==> src/rtl/ps2_host_cmd.sv <==
// PS/2 host-to-device command sequencer: inhibit, request-to-send,
// 11-bit host frame, 0xFA/0xFE response handling with retries.
module ps2_host_cmd #(
  parameter int INHIBIT_CYCLES = 5000,
  parameter int TIMEOUT_CYCLES = 1000000,
  parameter int MAX_RETRY      = 3
) (
  input  logic       clk,
  input  logic       rst_n,
  input  logic       cmd_valid,
  output logic       cmd_ready,
  input  logic [7:0] cmd_byte,
  input  logic       has_arg,
  input  logic [7:0] arg_byte,
  input  logic       kbclk_in,
  input  logic       kbdata_in,
  output logic       kbclk_oe,
  output logic       kbdata_oe,
  input  logic       rx_valid,
  input  logic [7:0] rx_data,
  output logic       rx_hold,
  output logic       busy,
  output logic       done,
  output logic       err
);

  localparam int CW =
    $clog2(TIMEOUT_CYCLES + INHIBIT_CYCLES + 1);
  localparam int RW = $clog2(MAX_RETRY + 2);

  localparam logic [CW-1:0] INH_PRE =
    CW'(INHIBIT_CYCLES - 2);
  localparam logic [CW-1:0] INH_LAST =
    CW'(INHIBIT_CYCLES - 1);
  localparam logic [CW-1:0] TMO_LAST =
    CW'(TIMEOUT_CYCLES - 1);
  localparam logic [RW-1:0] RETRY_MAX =
    RW'(MAX_RETRY);

  typedef enum logic [2:0] {
    S_IDLE,
    S_INHIBIT,
    S_REQ,
    S_TX,
    S_WAIT,
    S_FAIL
  } state_t;

  state_t          state;
  logic [CW-1:0]   cnt;
  logic [RW-1:0]   retry;
  logic [3:0]      bitn;
  logic [7:0]      cur_byte;
  logic [7:0]      arg_q;
  logic [7:0]      sh;
  logic            arg_pending;

  logic            k1, k2, kp;
  logic            d1, d2;
  logic            fe;
  logic            odd_par;

  // Lines idle high, so the synchronizer resets to 1.
  always_ff @(posedge clk or negedge rst_n) begin
    if (!rst_n) begin
      k1 <= 1'b1;
      k2 <= 1'b1;
      kp <= 1'b1;
      d1 <= 1'b1;
      d2 <= 1'b1;
    end else begin
      k1 <= kbclk_in;
      k2 <= k1;
      kp <= k2;
      d1 <= kbdata_in;
      d2 <= d1;
    end
  end

  assign fe      = kp & ~k2;
  assign odd_par = ~^cur_byte;

  always_ff @(posedge clk or negedge rst_n) begin
    if (!rst_n) begin
      state       <= S_IDLE;
      kbclk_oe    <= 1'b0;
      kbdata_oe   <= 1'b0;
      cmd_ready   <= 1'b1;
      busy        <= 1'b0;
      done        <= 1'b0;
      err         <= 1'b0;
      rx_hold     <= 1'b0;
      cnt         <= '0;
      retry       <= '0;
      bitn        <= '0;
      cur_byte    <= '0;
      arg_q       <= '0;
      sh          <= '0;
      arg_pending <= 1'b0;
    end else begin
      done <= 1'b0;
      err  <= 1'b0;
      case (state)
        S_IDLE: begin
          if (cmd_valid) begin
            cur_byte    <= cmd_byte;
            arg_q       <= arg_byte;
            arg_pending <= has_arg;
            retry       <= '0;
            cnt         <= '0;
            kbclk_oe    <= 1'b1;
            rx_hold     <= 1'b1;
            busy        <= 1'b1;
            cmd_ready   <= 1'b0;
            state       <= S_INHIBIT;
          end
        end
        S_INHIBIT: begin
          cnt <= cnt + 1'b1;
          if (cnt == INH_PRE)
            kbdata_oe <= 1'b1;
          if (cnt == INH_LAST) begin
            kbclk_oe <= 1'b0;
            state    <= S_REQ;
          end
        end
        S_REQ: begin
          kbdata_oe <= 1'b1;
          bitn      <= '0;
          cnt       <= '0;
          sh        <= cur_byte;
          state     <= S_TX;
        end
        S_TX: begin
          if (cnt == TMO_LAST) begin
            kbclk_oe  <= 1'b0;
            kbdata_oe <= 1'b0;
            state     <= S_FAIL;
          end else begin
            cnt <= cnt + 1'b1;
            if (fe) begin
              bitn <= bitn + 1'b1;
              unique case (1'b1)
                (bitn < 4'd8): begin
                  kbdata_oe <= ~sh[0];
                  sh        <= {1'b0, sh[7:1]};
                end
                (bitn == 4'd8):
                  kbdata_oe <= ~odd_par;
                (bitn == 4'd9):
                  kbdata_oe <= 1'b0;
                default: begin
                  // Device acks by holding data low.
                  if (!d2) begin
                    rx_hold <= 1'b0;
                    cnt     <= '0;
                    state   <= S_WAIT;
                  end else begin
                    kbdata_oe <= 1'b0;
                    state     <= S_FAIL;
                  end
                end
              endcase
            end
          end
        end
        S_WAIT: begin
          if (cnt == TMO_LAST) begin
            kbclk_oe  <= 1'b0;
            kbdata_oe <= 1'b0;
            state     <= S_FAIL;
          end else begin
            cnt <= cnt + 1'b1;
            if (rx_valid && rx_data == 8'hFA) begin
              if (arg_pending) begin
                cur_byte    <= arg_q;
                arg_pending <= 1'b0;
                retry       <= '0;
                cnt         <= '0;
                kbclk_oe    <= 1'b1;
                rx_hold     <= 1'b1;
                state       <= S_INHIBIT;
              end else begin
                done      <= 1'b1;
                busy      <= 1'b0;
                cmd_ready <= 1'b1;
                state     <= S_IDLE;
              end
            end else if (rx_valid &&
                         rx_data == 8'hFE) begin
              kbclk_oe  <= 1'b0;
              kbdata_oe <= 1'b0;
              state     <= S_FAIL;
            end
          end
        end
        S_FAIL: begin
          kbclk_oe  <= 1'b0;
          kbdata_oe <= 1'b0;
          if (retry < RETRY_MAX) begin
            retry    <= retry + 1'b1;
            cnt      <= '0;
            kbclk_oe <= 1'b1;
            rx_hold  <= 1'b1;
            state    <= S_INHIBIT;
          end else begin
            err       <= 1'b1;
            busy      <= 1'b0;
            cmd_ready <= 1'b1;
            rx_hold   <= 1'b0;
            state     <= S_IDLE;
          end
        end
        default: state <= S_IDLE;
      endcase
    end
  end

endmodule
==> config.mk <==
export PLATFORM = sky130hd
export DESIGN_NAME = ps2_host_cmd
export DESIGN_NICKNAME = d
export VERILOG_FILES = /design/src/rtl/ps2_host_cmd.sv
export SDC_FILE = /design/constraint.sdc
export NUM_CORES = 1
export LEC_CHECK = 0
export CAP_MARGIN = 10
export CORE_ASPECT_RATIO = 1.4
export CORE_UTILIZATION = 35
export CTS_CLUSTER_SIZE = 16
export DETAILED_ROUTE_END_ITERATION = 12
export PLACE_DENSITY = 0.52
export SETUP_SLACK_MARGIN = 0.2
export SYNTH_ARGS = -nofsm -noshare
export SYNTH_HDL_FRONTEND = slang
export SYNTH_SLANG_ARGS = --single-unit
==> constraint.sdc <==
create_clock -name clk -period 1.9 [get_ports clk]
set_input_delay 0.285 -clock clk [delete_from_list [all_inputs] [get_ports clk]]
set_output_delay 0.285 -clock clk [all_outputs]
set_load 0.01 [all_outputs]
After elaboration in Yosys (flattened, before gate mapping)
Index checks and enable logic that the tools add are counted.
{"block": "classes", "add_sub_neg": 3, "n_reduce_logical": 24, "n_eq_ne": 34, "bitwise_logic": 4, "magnitude_cmp": 2, "mux": 85}
{"operator": "20-bit 2-to-1 mux", "n": 9}
{"operator": "20-bit one-hot mux with 6 select lines", "n": 1}
{"operator": "8-bit 2-to-1 mux", "n": 7}
{"operator": "1-bit 2-to-1 mux", "n": 41}
{"operator": "20-bit by 13-bit equality test with 1-bit output, second input constant", "n": 2}
{"operator": "3-bit 2-to-1 mux", "n": 13}
{"operator": "8-bit one-hot mux with 2 select lines", "n": 2}
{"operator": "2-bit inequality test, second input constant", "n": 15}
{"operator": "6-bit AND reduction", "n": 4}
{"operator": "20-bit by 1-bit adder with 20-bit output, second input constant", "n": 1}
{"operator": "20-bit equality test, second input constant", "n": 1}
{"operator": "3-bit one-hot mux with 6 select lines", "n": 1}
{"operator": "8-bit equality test, second input constant", "n": 2}
{"operator": "5-bit AND reduction", "n": 3}
{"operator": "3-bit inequality test, second input constant", "n": 4}
{"operator": "1-bit one-hot mux with 5 select lines", "n": 2}
{"operator": "5-bit nonzero test", "n": 2}
{"operator": "1-bit one-hot mux with 3 select lines", "n": 3}
{"operator": "3-bit one-hot mux with 3 select lines", "n": 1}
{"operator": "9-bit AND reduction", "n": 1}
{"operator": "4-bit equality test, second input constant", "n": 2}
{"operator": "4-bit 2-to-1 mux", "n": 2}
{"operator": "4-bit inequality test, second input constant", "n": 2}
{"operator": "4-bit one-hot mux with 2 select lines", "n": 1}
{"operator": "23 further kinds", "n": 30}
{"block": "word_totals", "elab_cells": 172, "input_bits": 31, "out_inout_bits": 7, "ff_bits": 67}

Logic depth before layout (Yosys ltp)
{"block": "logic_depth", "ltp_word": 6, "ltp_mapped": 9, "ltp_nobuf": 8}

Worst setup path after synthesis
OpenSTA, ideal clock, no wires.
{"block": "synth_path", "kind": "register -> register", "from": "register cnt[0]", "to": "register cnt[11]", "path_buffers": 2, "t_arrival_ns": 1.984, "t_required_ns": 1.808, "stages_incl_launch_ff": 10, "path_slack_ns": -0.176, "period_less_slack_ns": 2.076, "setup_time_ns": 0.092, "path_cell_list": "dfrtp_1 -> ha_1 -> and2_1 -> and4_4 -> a31oi_2 -> o21ai_2 -> or2_1 -> buf_4 -> buf_6 -> o31ai_2"}
{"block": "synth_via", "elab_chain_len": 6, "elab_cells_between_ends": 13, "cone_classes": "1 x add/sub; 3 x eq/ne; 8 x mux; 1 x reduce/logical"}
{"element": "start: declaration", "line_no": "50", "source": "logic [CW-1:0] cnt;"}
{"element": "start signal: assignment", "line_no": "119", "source": "cnt <= cnt + 1'b1;"}
{"element": "start signal: assignment", "line_no": "140", "source": "cnt <= cnt + 1'b1;"}
{"element": "start signal: assignment", "line_no": "173", "source": "cnt <= cnt + 1'b1;"}
{"element": "20-bit by 1-bit adder with 20-bit output", "line_no": "119, 140, 173"}
{"element": "20-bit 2-to-1 mux", "line_no": "154", "source": "if (!d2) begin"}
{"element": "20-bit 2-to-1 mux", "line_no": "143", "source": "unique case (1'b1)"}
{"element": "20-bit 2-to-1 mux", "line_no": "141", "source": "if (fe) begin"}
{"element": "20-bit 2-to-1 mux", "line_no": "135", "source": "if (cnt == TMO_LAST) begin"}
{"element": "20-bit one-hot mux with 6 select lines", "line_no": "103", "source": "case (state)"}
Several ways; a longest one is shown, not always the timed one. The select of a mux whose other input is x is not followed.
A chain may end at the register's enable or synchronous reset.

Final worst setup path
{"block": "layout_path", "from": "register cnt[15]", "to": "register cnt[11]"}
{"block": "layout_via", "elab_chain_len": 3, "elab_cells_between_ends": 4, "cone_classes": "3 x eq/ne; 1 x reduce/logical"}
{"element": "20-bit equality test *", "line_no": "135, 168"}
{"element": "2-bit inequality test (no source line)"}
{"element": "5-bit AND reduction (no source line) *"}
Every way passes the cells marked *; elsewhere a longest branch is shown, timed or not.

==> summary.md <==
| Metric | Value |
|---|---|
| Final hold slack | 0.355 ns |
| Tcrit/Tclk final | 107% |
| Setup crit end kind | register |
| Actual slew at the worst max-slew pin | a little over 0.4 ns |
| Main flop type after synthesis | dfrtp_1 |
| Cell internal pwr | approximately 2.6 mW |
| Setup CP Type | reg2reg |
| # port buffers | 37 |
| Final Total Pwr | between 3 and 4 mW |
| FMAX | roughly 490 MHz |
| CTS buffer count | 9 |
| Fraction of registers with async set/reset | between 90% and 100% |
| Type of origin of the critical path | register |
| Netlist cell types | between 60 and 70 |
| Area leader, netlist | dfrtp_1 |
| Synthesis-stage register bit count | 67 |
| Synth Cell Area | ~3700 sq um |
| Sequential share of power | around 43% |
| First-pass GRT wire length | 17.8 mm |
| Final core utilization | 57.0% |
| Worst vdd ir | 0.497 mV |
| Worst-path clk slew | roughly 0.060 ns |
| Layout cells sized above 1 | a little over two fifths |
| Die X | a little under 90 microns |
| Psw | 0.745 mW |
| Net Count, Synth | 429 |
| Via/cell ratio | approximately 5.3 |
| RSZ-0062 raised after global routing | true |
| Clk pwr share | approximately 52% |
| Routed wire length | roughly 11 mm |
| Synth Warn # | 0 |
| Final slew viol count | 0 |
| Max Clock Skew | slightly below 0.007 ns |
| Cell Rows | 44 |
| Die height | approximately 120 microns |
| Sequential-to-total area share from yosys stat | between 40% and 50% |
| Critical Path Fanout Max | 7 |
| Mean Syn Cell Area | 9.51 sq um |
| Slew HR | between 70% and 80% |
| Net Sw Frac | 22.3% |
| Clk sinks | between 60 and 70 |
| Final TNS setup | -2.09 ns |
| Initial antenna violation count | 0 |
| Post-Synthesis Cells | 392 |
| Root Buffer | clkbuf_16 |
| # fillers | 915 |
| Setup slack after layout | -0.134 ns |
| Final setup fails | 28 |
| Largest net degree at the start of global routing | between 60 and 70 |
| DR pass1 iterations | 4 |
| Minimum clock period | between 2 and 2.5 ns |
| Status | finished with violations |
| DR iter-0 viols | between 200 and 250 |
| Vias in the first global route | around 3600 |
| Synth top area cells | dfrtp_1 41%, o21ai_0 4.6%, dfstp_2 4.2%, nand2_1 3.4%, nor2_1 3.4% |
| Max_cap viols | 0 |
| DRC | 0 |
| Detailed placement HPWL | 7.45 mm |
| Total grt overflow | 0 |
| Leak | between 2 and 3 nW |
| Antenna diodes | 0 |
| Place WS | -0.330 ns |
| Via Count | roughly 3600 |
| P&R area growth vs syn | 58.5% |
| Most frequent cell after synthesis | dfrtp_1 |
| Crit path DAT | approximately 2.3 ns |
| Post-synth EDFFs | 0 |
| Tot GR Track Use | a little over a fifth |
| Endpoints failing hold | 0 |
| RD Place Congestion | 0.860 |
| Commonest cells post-synth | 61 x dfrtp_1, 34 x nand2_1, 34 x nor2_1, 34 x o21ai_0, 19 x a21oi_1 |
| CP required | approximately 2.1 ns |
| CTS H-Tree Depth | 3 |
| Comb power frac | between 4 and 5% |
| Initial Util | 36.0% |
| Final nets | between 500 and 600 |
| Hold Path Class | in2reg |
| Power per cell area | 565 nW/um^2 |
| # IOs | 38 |
| Clock latency on the worst-skew pair | between 0.3 and 0.4 ns |
| Die area | 11100 sq um |
| DR WL/cell | about 17 microns |
| Yosys top cell area share | just over 40% |
| Worst-case clock buffer depth | 2 |
| Core Region | roughly 10000 sq um |
| Antenna-violating nets left | 0 |
| Failing checks | setup timing |
| CTS tree | done |
critical path, stage by stage, from the launching register on:
cell and delay [ns]:
dfrtp_1 0.41, nor4b_4 0.27, buf_4 0.18, nand4_4 0.15, o311a_1 0.37, o21ai_4 0.11, or2_4 0.20, clkbuf_16 0.17
o31ai_2 0.06
per-layer routing:
layer  wire (microns)  share of wire [%]  up-vias  global-route usage (%)
met5                0                  0        -                       0
met1             4610                 41     1785                    25.6
li1                 -                  -     1734                       -
met4              154                1.4        0                    7.34
met2             6200                 55       53                    38.2
met3              250                2.2       10                    3.31
metrics by stage:
step | instance area, sq um | cells
2_1_floorplan | 3790 | 392
3_3_place_gp | 4900 | 633
3_5_place_dp | 4900 | 633
4_1_cts | 5560 | 660
5_1_grt | 5900 | 674
6_report | 5900 | 674
worst paths after layout:
| kind | start | end | slack (ns) | cells past startpoint |
|---|---|---|---|---|
| worst max-delay path | cnt[15] | cnt[11] | -0.13 | 8 |
| worst min-delay path | kbclk_in | k1 | 0.36 | 1 |
| worst max register to register | cnt[15] | cnt[11] | -0.13 | 8 |
| worst min register to register | k1 | k2 | 0.36 | 0 |
| max in group asynchronous | rst_n | cmd_ready | 1.06 | 3 |
| min in group asynchronous | rst_n | bitn[1] | 0.51 | 3 |
cell families after synthesis:
logic type / Yosys count / share of synthesized area, %
AOI/OAI and AO/OA: 124 / 22.7
xor gates and xnor gates: 9 / 2.12
adders and majority gates: 6 / 2.01
buffers and inverters: 33 / 4.20
DFF: 67 / 45.2
muxes: 18 / 5.10
and+or+nand+nor: 135 / 18.6
area by class of cell:
cell class | count | area (sq um) | area share, %
tap | 138 | 173 | 2.92
timing repair buffer | 148 | 1380 | 23.3
sequential | 67 | 1690 | 28.6
inverter | 13 | 48.8 | 0.826
clock buffer | 10 | 239 | 4.05
multi-input combinational | 292 | 2310 | 39.1
clock inverter | 6 | 72.6 | 1.23
placed cells by master (no fill, tap or decap), drive strengths merged, types with 4 or more instances in the layout:
cell type	Yosys	routed
a21oi	19	19
a31oi	8	8
and3	7	7
and4	4	4
buf	12	110
clkbuf	8	11
clkdlybuf4s50	0	36
dfrtp	61	61
dfstp	6	6
ha	6	6
inv	13	15
mux2	8	8
mux2i	10	10
nand2	34	34
nand3	15	15
nand4	5	5
nor2	34	34
nor2b	5	5
nor3	10	10
o21ai	40	40
o22ai	16	16
o31ai	12	12
xnor2	7	7
timing repair:
action                                  in CTS  in global routing
gates cloned                                 2                  2
pin swaps                                   23                 10
hold buffers                                 1                  0
resized for setup                           75                 61
endpoints found under the setup margin      57                 61
buffers inserted                             8                 12
endpoints found under the hold margin       28                  0
state kept, by name, summed over array words and instances, names as in the netlist:
| register | cells |
|---|---|
| kp | 1 |
| cur_byte | 8 |
| state | 3 |
| kbdata_oe | 1 |
| done | 1 |
| err | 1 |
| kbclk_oe | 1 |
| cnt | 20 |
| rx_hold | 1 |
| k1 | 1 |
| bitn | 4 |
| d2 | 1 |
| retry | 3 |
| sh | 8 |
| d1 | 1 |
| arg_q | 8 |
| k2 | 1 |
| arg_pending | 1 |
| cmd_ready | 1 |
| busy | 1 |
power by group through the flow:
| stage | Clock [mW] | Sequential [mW] | Combinational (mW) |
|---|---|---|---|
| 5_1_grt | 1.84 | 1.44 | 0.180 |
| 3_5_place_dp | 0 | 1.46 | 0.145 |
| 6_report | 1.74 | 1.44 | 0.163 |
| 4_1_cts | 1.77 | 1.44 | 0.151 |
| 3_3_place_gp | 0 | 1.46 | 0.144 |
| 2_1_floorplan | 0 | 1.46 | 0.0248 |
Note: power is estimated with default switching activity, not from simulation.
